### config.mk
export PLATFORM = sky130hd
export DESIGN_NAME = inst_fetch_queue
export DESIGN_NICKNAME = d
export VERILOG_FILES = /design/src/rtl/inst_fetch_queue.sv
export SDC_FILE = /design/constraint.sdc
export NUM_CORES = 1
export LEC_CHECK = 0
export BUFFER_PORTS_ARGS = -buffer_cell sky130_fd_sc_hd__buf_4
export CORE_AREA = 10 10 417 419
export DETAILED_ROUTE_END_ITERATION = 10
export DIE_AREA = 0 0 427 429
export PLACE_DENSITY_LB_ADDON = 0.15
export SLEW_MARGIN = 20
export SYNTH_ARGS = -nofsm -noshare
export SYNTH_HDL_FRONTEND = slang
export SYNTH_SLANG_ARGS = --single-unit
### constraint.sdc
create_clock -name CLOCK_50 -period 2.5 [get_ports CLOCK_50]
set_input_delay 0.25 -clock CLOCK_50 [delete_from_list [all_inputs] [get_ports CLOCK_50]]
set_output_delay 0.25 -clock CLOCK_50 [all_outputs]
set_load 0.005 [all_outputs]
### src/rtl/inst_fetch_queue.sv
// Instruction fetch front end: instruction memory, free-running word PC and a
// FIFO of fetched {pc, instruction} pairs. Optional FETCH_PERF_EN adds counters.
module inst_fetch_queue #(
  parameter int XLEN        = 32,
  parameter int IMEM_DEPTH  = 32,
  parameter int QUEUE_DEPTH = 4,
  parameter int RESET_PC    = 0,
  localparam int AW         = $clog2(IMEM_DEPTH),
  localparam int QW         = $clog2(QUEUE_DEPTH),
  localparam int CW         = QW + 1
) (
  input  logic            CLOCK_50,
  input  logic            RSTN_N,
  input  logic            prog_we,
  input  logic [AW-1:0]   prog_addr,
  input  logic [XLEN-1:0] prog_data,
  input  logic            redirect_valid,
  input  logic [AW-1:0]   redirect_pc,
  input  logic            inst_ready,
`ifdef FETCH_PERF_EN
  output logic [31:0]     fetch_cnt,
  output logic [31:0]     flush_cnt,
`endif
  output logic            inst_valid,
  output logic [XLEN-1:0] inst_data,
  output logic [AW-1:0]   inst_pc,
  output logic [CW-1:0]   queue_count
);

  logic [XLEN-1:0] imem   [IMEM_DEPTH];
  logic [XLEN-1:0] q_data [QUEUE_DEPTH];
  logic [AW-1:0]   q_pc   [QUEUE_DEPTH];

  logic [AW-1:0] pc;
  logic [QW-1:0] wr_ptr;
  logic [QW-1:0] rd_ptr;
  logic [CW-1:0] count;
  logic          full;
  logic          do_pop;
  logic          do_push;

  // NOTE: combinational logic uses blocking '=' and assigns every signal on
  // every path, so no latch can be inferred.
  always_comb begin
    full    = (count == CW'(QUEUE_DEPTH));
    do_pop  = 1'b0;
    do_push = 1'b0;
    if (!redirect_valid) begin
      do_pop  = inst_valid && inst_ready;
      do_push = !full || do_pop;
    end
  end

  // NOTE: imem has no reset; it maps onto RAM and is loaded through prog_we.
  // The FIFO reads imem[pc] at the same edge, so a colliding write yields the old word.
  always_ff @(posedge CLOCK_50) begin
    if (prog_we) imem[prog_addr] <= prog_data;
  end

  // NOTE: sequential state uses non-blocking '<=' so every register updates
  // from pre-edge values regardless of statement order.
  always_ff @(posedge CLOCK_50 or negedge RSTN_N) begin
    if (!RSTN_N) begin
      pc     <= AW'(RESET_PC);
      wr_ptr <= '0;
      rd_ptr <= '0;
      count  <= '0;
    end else if (redirect_valid) begin
      pc     <= redirect_pc;
      wr_ptr <= '0;
      rd_ptr <= '0;
      count  <= '0;
    end else begin
      if (do_push) begin
        pc     <= pc + AW'(1);
        wr_ptr <= wr_ptr + QW'(1);
      end
      if (do_pop) rd_ptr <= rd_ptr + QW'(1);
      case ({do_push, do_pop})
        2'b10:   count <= count + CW'(1);
        2'b01:   count <= count - CW'(1);
        default: count <= count;
      endcase
    end
  end

  // Small flop-based queue storage is reset so the head reads zero out of reset.
  always_ff @(posedge CLOCK_50 or negedge RSTN_N) begin
    if (!RSTN_N) begin
      for (int i = 0; i < QUEUE_DEPTH; i++) begin
        q_data[i] <= '0;
        q_pc[i]   <= '0;
      end
    end else if (do_push) begin
      q_data[wr_ptr] <= imem[pc];
      q_pc[wr_ptr]   <= pc;
    end
  end

  assign inst_valid  = (count != '0);
  assign inst_data   = q_data[rd_ptr];
  assign inst_pc     = q_pc[rd_ptr];
  assign queue_count = count;

`ifdef FETCH_PERF_EN
  always_ff @(posedge CLOCK_50 or negedge RSTN_N) begin
    if (!RSTN_N) begin
      fetch_cnt <= '0;
      flush_cnt <= '0;
    end else begin
      if (do_push && fetch_cnt != '1)        fetch_cnt <= fetch_cnt + 32'd1;
      if (redirect_valid && flush_cnt != '1) flush_cnt <= flush_cnt + 32'd1;
    end
  end
`endif

endmodule
## Yosys cells after proc, flatten, opt, wreduce, memory -nomap -nowiden

Memories as Yosys holds them, arrays and structs flattened.
Index checks and enable logic that the tools add are counted.
Widths: inputs -> output; s select.

- Add/sub/neg operators: 5
- Order comparisons: 3
- Equality and inequality tests: 3
- Mux-type cells: 24
- Bitwise logic cells: 2
- Reductions and logical operators: 8

Operators with widths:

| cell | count |
|---|---|
| $bwmux 128 | 1 |
| $mux 32 | 3 |
| $bmux 32 s2 | 1 |
| $demux 32 s2 | 1 |
| $mux 5 | 5 |
| $bwmux 20 | 1 |
| $bmux 5 s2 | 1 |
| $demux 5 s2 | 1 |
| $mux 2 | 4 |
| $ge 3x3->1 const B | 2 |
| $not 2->3 | 2 |
| $pmux 3 s2 | 1 |
| $reduce_bool 3->1 | 2 |
| $add 5x1->5 const B | 1 |
| $add 2x1->2 const B | 2 |
| $mux 1 | 4 |
| $reduce_bool 2->1 | 2 |
| $add 3x1->3 const B | 1 |
| $eq 3x3->1 const B | 1 |
| $lt 3x1->1 const B | 1 |
| $mux 3 | 1 |
| $sub 3x1->3 const B | 1 |
| $eq 2x1->1 const B | 1 |
| $eq 2x2->1 const B | 1 |
| 3 further kinds | 4 |

- Flip-flop bits (word level): 160
- Bits in writable memories: 1024
- Bits of input ports: 47
- Output and inout bits: 41
- Logic and storage cells: 58
- Memories: 1

Memory list:

| name | words | width | rd ports | clocked after Yosys merged registers in | wr ports | line | RTL |
|---|---|---|---|---|---|---|---|
| imem | 32 | 32 | 1 | 0 | 1 | 30 | `logic [XLEN-1:0] imem [IMEM_DEPTH];` |

## Logic depth before layout (Yosys ltp)

Gate-level depths: netlist of run 1.

- Depth after elaboration: 7
- Depth in mapped cells: 8
- Mapped depth without buffers: 5

## Worst setup path after synthesis of run 1

Ideal clock, no wire load.

- Path type: in2reg
- Start point: input port prog_addr[0]
- End point: memory imem[12][0], enable pin
- Setup time: 421 ps
- Arrival: 2263 ps
- Data required time: 2079 ps
- Path slack: -184 ps
- Stages: 3
- Buffers on the path: 1
- Cells stage by stage: or3b_2 -> clkbuf_1 -> nor2_1

RTL lines:

| element | line | RTL |
|---|---|---|
| start: declaration | 15 | `input logic [AW-1:0] prog_addr,` |
| end: declaration | 30 |  |

No word-level cell before the write port.

## Worst setup path in the final report of run 1

- Start point: register rd_ptr[0]
- End point: output port inst_data[18]

- Longest elaborated chain between the ends: 4

RTL lines:

| element | line | RTL |
|---|---|---|
| start: declaration | 36 | `logic [QW-1:0] rd_ptr;` |
| start signal: assignment | 78 | `if (do_pop) rd_ptr <= rd_ptr + QW'(1);` |
| $not 2->3 (implied by the code) | 101 | `assign inst_data = q_data[rd_ptr];` |
| $bmux 32 s2 | 101 |  |
| $mux 32 (implied by the code) (2 in series) | 101 |  |
| end: declaration | 25 | `output logic [XLEN-1:0] inst_data,` |

No other way between the ends. The select of a mux whose other input is x is not followed.

==> results.txt, run 1 <==
Power per Cell Area -> 959.6 mW/mm2
multi-input logic area -> 0.01236 mm2
Worst Path Buf+Inv -> 2
unrepaired setup endpoints after global routing -> yes
Hold Fails Final Rpt -> 0
Post-Syn Instances -> 2706
WS Path Type -> flip-flop to primary output
clock root cell -> clkbuf_16
Ports -> 88
switching fraction of total power -> 28.44%
TritonRoute pass-1 iters -> 7
CP Capture Type -> primary output
initial antenna violation count -> 8
Detailed Place HPWL -> 93480 um
global-route wire length before repair -> 225900 um
Die Wd -> 427 um
crit-path max cell delay -> 0.67 ns
Final Skew -> 0.03496 ns
Pleak -> 18.83 nW
cell count of the worst hold path -> 3
vias in the first global route -> 29440
CTS tree -> yes
worst slew pin tran -> 1.013 ns
Fmax -> 386.0 MHz
worst-skew pair later-pin latency -> 0.76 ns
Post-Synthesis Cell Area -> 0.04759 mm2
CTS sink cnt -> 1184
Starting DRT DRC Count -> 2596
Routed Antenna Nets -> 0
grt ovf -> 0
post-synthesis net count -> 2759
Post-layout nets -> 3032
CTS max path bufs -> 3
Syn-to-layout area delta -> 21.47%
Synth cell types -> 46
DRC -> 0
CP Launch Type -> flip-flop
hold_ws -> 0.05942 ns
vias -> 28090
failing checks -> setup timing
main flop type after synthesis -> edfxtp_1
EDFF count, synth -> 1024
GPL Wtd Cong -> 0.8000
WP data required -> 2.25 ns
share of layout cells above drive strength 1 -> 22.21%
Seq cells post-synth -> 1184
Relative slew margins -> 32.32%
Setup TNS -> -0.5778 ns
Seq pwr share -> 42.8%
RR Startpoint -> pc[0]
Die ar. -> 0.1832 mm2
FF/Latch Area -> 0.03477 mm2
critical-path maximum fanout -> 16
Critical path origin -> rd_ptr[0]
Rows -> 150
DR vias/cell -> 5.307
share of the synthesized area in the top cell type -> 64.62%
fin. max-slew vios -> 0
CTS Buf Count -> 134
combinational cell fraction of total power -> 22.2%
placed cells -> 4996
net load switching power -> 0.01578 W
fin crit period -> 2.591 ns
Synth area leaders -> edfxtp_1, dfrtp_1, mux4_2
area leader, netlist -> edfxtp_1
Final Worst Setup Slack -> -0.09101 ns
pin count of the biggest net entering global routing -> 58
Die Y -> 429 um
DRT Wirelength -> 161200 um
fin cells -> 5294
Synth warnings -> 0
FF-to-FF path depth -> 6
worst r2r dst -> q_data[22]
Syn Area/Cell -> 17.59 um2
max-cap violations -> 0
period utilization -> 103.6%
Clk pwr share -> 35.0%
final setup violation count -> 14
ys async rst share -> 13.51%
aggregate global-route resource usage -> 17.29%
CP arrival -> 2.34 ns
clk slew on worst S/H paths -> 0.06 ns
Hold Crit Endpoint -> pc[0]
critical path cell sequence -> buf_16 -> mux4_2 -> buf_6
Starting Density -> 28.68%
sequential area share after synthesis -> 73.03%
Hold Crit Class -> input port to flip-flop
Power Total -> 0.05547 W
Worst Hold Launch -> redirect_pc[0]
worst vdd ir -> 0.0006653 V
outcome -> finished with violations
WL/cell -> 30.45 um
flop-to-flop setup slack -> 0.11 ns
CTS HTree Levels -> 4
most common cell in the synthesized netlist -> edfxtp_1
P_int -> 0.03969 W
Port Buffers -> 87
Post-synth top cells -> edfxtp_1, mux2i_1, nor4_1, nor2_1, mux4_2
core area -> 0.1659 mm2
CP delay by family, top -> multiplexers
Place WS -> 0.07301 ns
fillers -> 15670
CP max stage cell -> mux4_2
[routing by layer]
layer / up-vias / share of wire [%] / global-route usage [%] / routed length, um
met5: - / 0 / 0 / 0
met1: 14970 / 43 / 22.96 / 68620
met3: 329 / 5.2 / 2.816 / 8445
met4: 0 / 3.3 / 5.963 / 5315
li1: 11740 / - / - / -
met2: 1057 / 49 / 28.57 / 78800
[layout by cell type (no fill, tap or decap), types with 35 or more instances in the layout]
cell type	instances
edfxtp_1	1024
buf_12	84
buf_6	35
nand2_1	55
clkbuf_1	42
mux2i_1	257
clkbuf_16	137
dlygate4sd3_1	44
a211oi_1	128
mux4_2	165
dfrtp_1	153
buf_4	135
o21ai_1	54
nor2_1	164
nor4_1	245
[layout make-up]
| class | count | area share, % |
|---|---|---|
| multi-input combinational | 1355 | 21.38 |
| timing repair buffer | 300 | 6.202 |
| tap | 2204 | 4.771 |
| clock buffer | 190 | 6.466 |
| clock inverter | 56 | 0.9979 |
| antenna | 1 | 0.004329 |
| inverter | 4 | 0.02598 |
| sequential | 1184 | 60.16 |
[sequential cells by signal (all words and copies together) (netlist names)]
register / flops
imem: 1024
q_data: 128
q_pc: 20
pc: 5
queue_count: 3
rd_ptr: 2
wr_ptr: 2
[how the worst max path moves through the flow]
stage                          endpoint  cells after the start  slack [ns]
after floorplan             imem[12][0]                      3       -0.18
after global placement       q_data[48]                      5        0.14
after detailed placement     q_data[53]                      5        0.07
after CTS                 inst_data[31]                      3       -0.17
after global routing      inst_data[18]                      3       -0.16
final                     inst_data[18]                      3       -0.09
[cells by family (layout without fill, tap and decap cells)]
| family | Yosys count | count (layout) | share of synthesized area, % |
|---|---|---|---|
| DFF | 1184 | 1184 | 73.03 |
| and+or+nand+nor | 581 | 581 | 6.515 |
| muxes | 423 | 423 | 13.24 |
| AOI/OAI and AO/OA | 338 | 338 | 5.072 |
| buffers and inverters | 167 | 550 | 1.851 |
| adders and majority gates | 6 | 6 | 0.1735 |
| xor gates and xnor gates | 6 | 6 | 0.1105 |
| other | 1 | 2 | 0.007880 |
[power by group through the flow]
stage          Sequential (W)  Combinational, W  Clock, W
2_1_floorplan          0.0238           0.00655         0
3_3_place_gp           0.0240            0.0115         0
3_5_place_dp           0.0241            0.0118         0
4_1_cts                0.0237            0.0125    0.0199
5_1_grt                0.0239            0.0131    0.0207
6_report               0.0237            0.0123    0.0194
[tightest hold or removal path, stage by stage]
cell and delay [ns]:
buf_4 0.08, nand2_1 0.05, o21ai_0 0.31
[through the flow]
step	util (%)	instance area (um2)
global route	34.84	57800
finish	34.84	57800
CTS	34.80	57740
floorplan	-	47590
detailed placement	31.76	52690
global placement	31.76	52690
[timing repair]
item                                    4_1_cts  5_1_grt
gates cloned                                  1        0
endpoints found under the hold margin      1086        0
resized for setup                            38       17
endpoints found under the setup margin       37       50
pin swaps                                     0        3
hold buffers                                 44        0
buffers inserted                              7        0
Note: power is estimated with default switching activity, not from simulation.
==> inputs of run 2 (changes only) <==
- PLACE_DENSITY_LB_ADDON: 0.15 -> 0.08
- SLEW_MARGIN: 20 -> not set
==> results.txt, run 2 (synthesis results as in run 1) <==
CP delay by family, top -> multiplexers
CTS tree -> yes
Hold Crit Class -> input port to asynchronous set/reset pin
DRT Wirelength -> 172800 um
final setup violation count -> 9
global-route wire length before repair -> 237100 um
Die ar. -> 0.1832 mm2
aggregate global-route resource usage -> 18.49%
Syn-to-layout area delta -> 21.58%
RR Startpoint -> pc[0]
worst slew pin tran -> 0.9421 ns
Final Skew -> 0.01643 ns
grt ovf -> 0
pin count of the biggest net entering global routing -> 53
fin crit period -> 2.566 ns
Relative slew margins -> 37.06%
Pleak -> 18.93 nW
CP Capture Type -> primary output
CP Launch Type -> flip-flop
critical path cell sequence -> buf_12 -> buf_12 -> mux4_2 -> buf_6
largest register by flop count -> imem
flop-to-flop setup slack -> 0.08 ns
CTS Buf Count -> 137
Die Y -> 429 um
vias -> 28330
failing checks -> setup timing
Ports -> 88
Rows -> 150
WP data required -> 2.25 ns
P_int -> 0.03931 W
initial antenna violation count -> 12
DRC -> 0
outcome -> finished with violations
share of layout cells above drive strength 1 -> 21.76%
unrepaired setup endpoints after global routing -> yes
Clk pwr share -> 34.3%
max reg flops -> 1024
Port Buffers -> 87
Final Worst Setup Slack -> -0.06638 ns
WS Path Type -> flip-flop to primary output
WL/cell -> 32.58 um
CTS max path bufs -> 3
max-cap violations -> 0
post-placement cell area -> 0.05277 mm2
CP max stage cell -> mux4_2
clk slew on worst S/H paths -> 0.06 ns
net load switching power -> 0.01593 W
core area -> 0.1659 mm2
final instance area -> 0.05786 mm2
fin. max-slew vios -> 0
Starting DRT DRC Count -> 2368
TritonRoute pass-1 iters -> 7
fin cells -> 5303
biggest regs -> imem x1024, q_data x128, q_pc x20
CTS HTree Levels -> 4
CTS sink cnt -> 1184
Power per Cell Area -> 954.8 mW/mm2
hold_ws -> 0.06358 ns
GPL Wtd Cong -> 0.7545
Post-layout nets -> 3044
Hold Fails Final Rpt -> 0
worst-skew pair later-pin latency -> 0.74 ns
FF-to-FF path depth -> 6
Starting Density -> 28.68%
worst r2r dst -> q_data[80]
switching fraction of total power -> 28.84%
commonest non-fill, non-tap cell in the layout -> edfxtp_1
combinational cell fraction of total power -> 22.7%
crit-path max cell delay -> 0.65 ns
clock root cell -> clkbuf_16
worst vdd ir -> 0.0008313 V
leading cell types in the layout, fill and taps excluded -> edfxtp_1, mux2i_1, nor4_1
DR vias/cell -> 5.343
Detailed Place HPWL -> 97680 um
placed cells -> 5000
vias in the first global route -> 29300
CP arrival -> 2.32 ns
Die Wd -> 427 um
critical-path maximum fanout -> 7
most used cell, CP -> buf_12
Routed Antenna Nets -> 0
Worst Path Buf+Inv -> 3
Seq pwr share -> 43.0%
period utilization -> 102.7%
Fmax -> 389.7 MHz
[run 2: how the worst max path moves through the flow]
stage | from | to | slack [ns] | depth (start not counted)
detailed placement | pc[0] | q_data[25] | -0.01 | 6
global placement | pc[0] | q_data[57] | -0.02 | 6
finish | rd_ptr[0] | inst_data[31] | -0.07 | 4
CTS | rd_ptr[0] | inst_data[31] | -0.14 | 4
global route | rd_ptr[0] | inst_data[31] | -0.11 | 4
floorplan | prog_addr[0] | imem[12][0] | -0.18 | 3
[run 2: area by class of cell]
class | instances | area, um2
multi-input combinational | 1355 | 12300
clock inverter | 55 | 350.3
inverter | 4 | 15.01
fill | 15700 | 108100
clock buffer | 190 | 3825
antenna | 2 | 5.005
sequential | 1184 | 34770
timing repair buffer | 309 | 3826
tap | 2204 | 2758
[run 2: layer usage]
metal | vias to the layer above | wire [um] | GRT usage (%)
met5 | - | 0 | 0
met4 | 0 | 5963 | 6.131
met3 | 342 | 7899 | 2.752
met2 | 1051 | 82850 | 30.29
met1 | 15180 | 76060 | 25.02
li1 | 11760 | - | -
[run 2: timing repair]
action                                   CTS  global route
endpoints found under the setup margin    42            76
hold buffers                              45             0
hold endpoints to repair                1177             0
pin swaps                                  0             3
cloned                                     4             2
resized for setup                         38            13
setup buffers                              5             1
[run 2: power by group through the flow]
| stage | combinational [W] | clock (W) | sequential [W] |
|---|---|---|---|
| 2_1_floorplan | 0.00655 | 0 | 0.0238 |
| 3_3_place_gp | 0.0118 | 0 | 0.0241 |
| 3_5_place_dp | 0.0120 | 0 | 0.0242 |
| 4_1_cts | 0.0128 | 0.0194 | 0.0238 |
| 5_1_grt | 0.0134 | 0.0202 | 0.0239 |
| 6_report | 0.0125 | 0.0189 | 0.0238 |
[run 2: metrics by stage]
step,worst slack (ns),total power [W],TNS (ns),utilization [%]
6_report,-0.06638,0.05524,-0.2298,34.87
3_5_place_dp,-0.01069,0.03621,-0.02091,31.81
2_1_floorplan,-0.1841,0.03039,-49.96,-
3_3_place_gp,-0.01601,0.03590,-0.02689,31.81
5_1_grt,-0.1104,0.05753,-1.984,34.87
4_1_cts,-0.1356,0.05596,-2.900,34.81
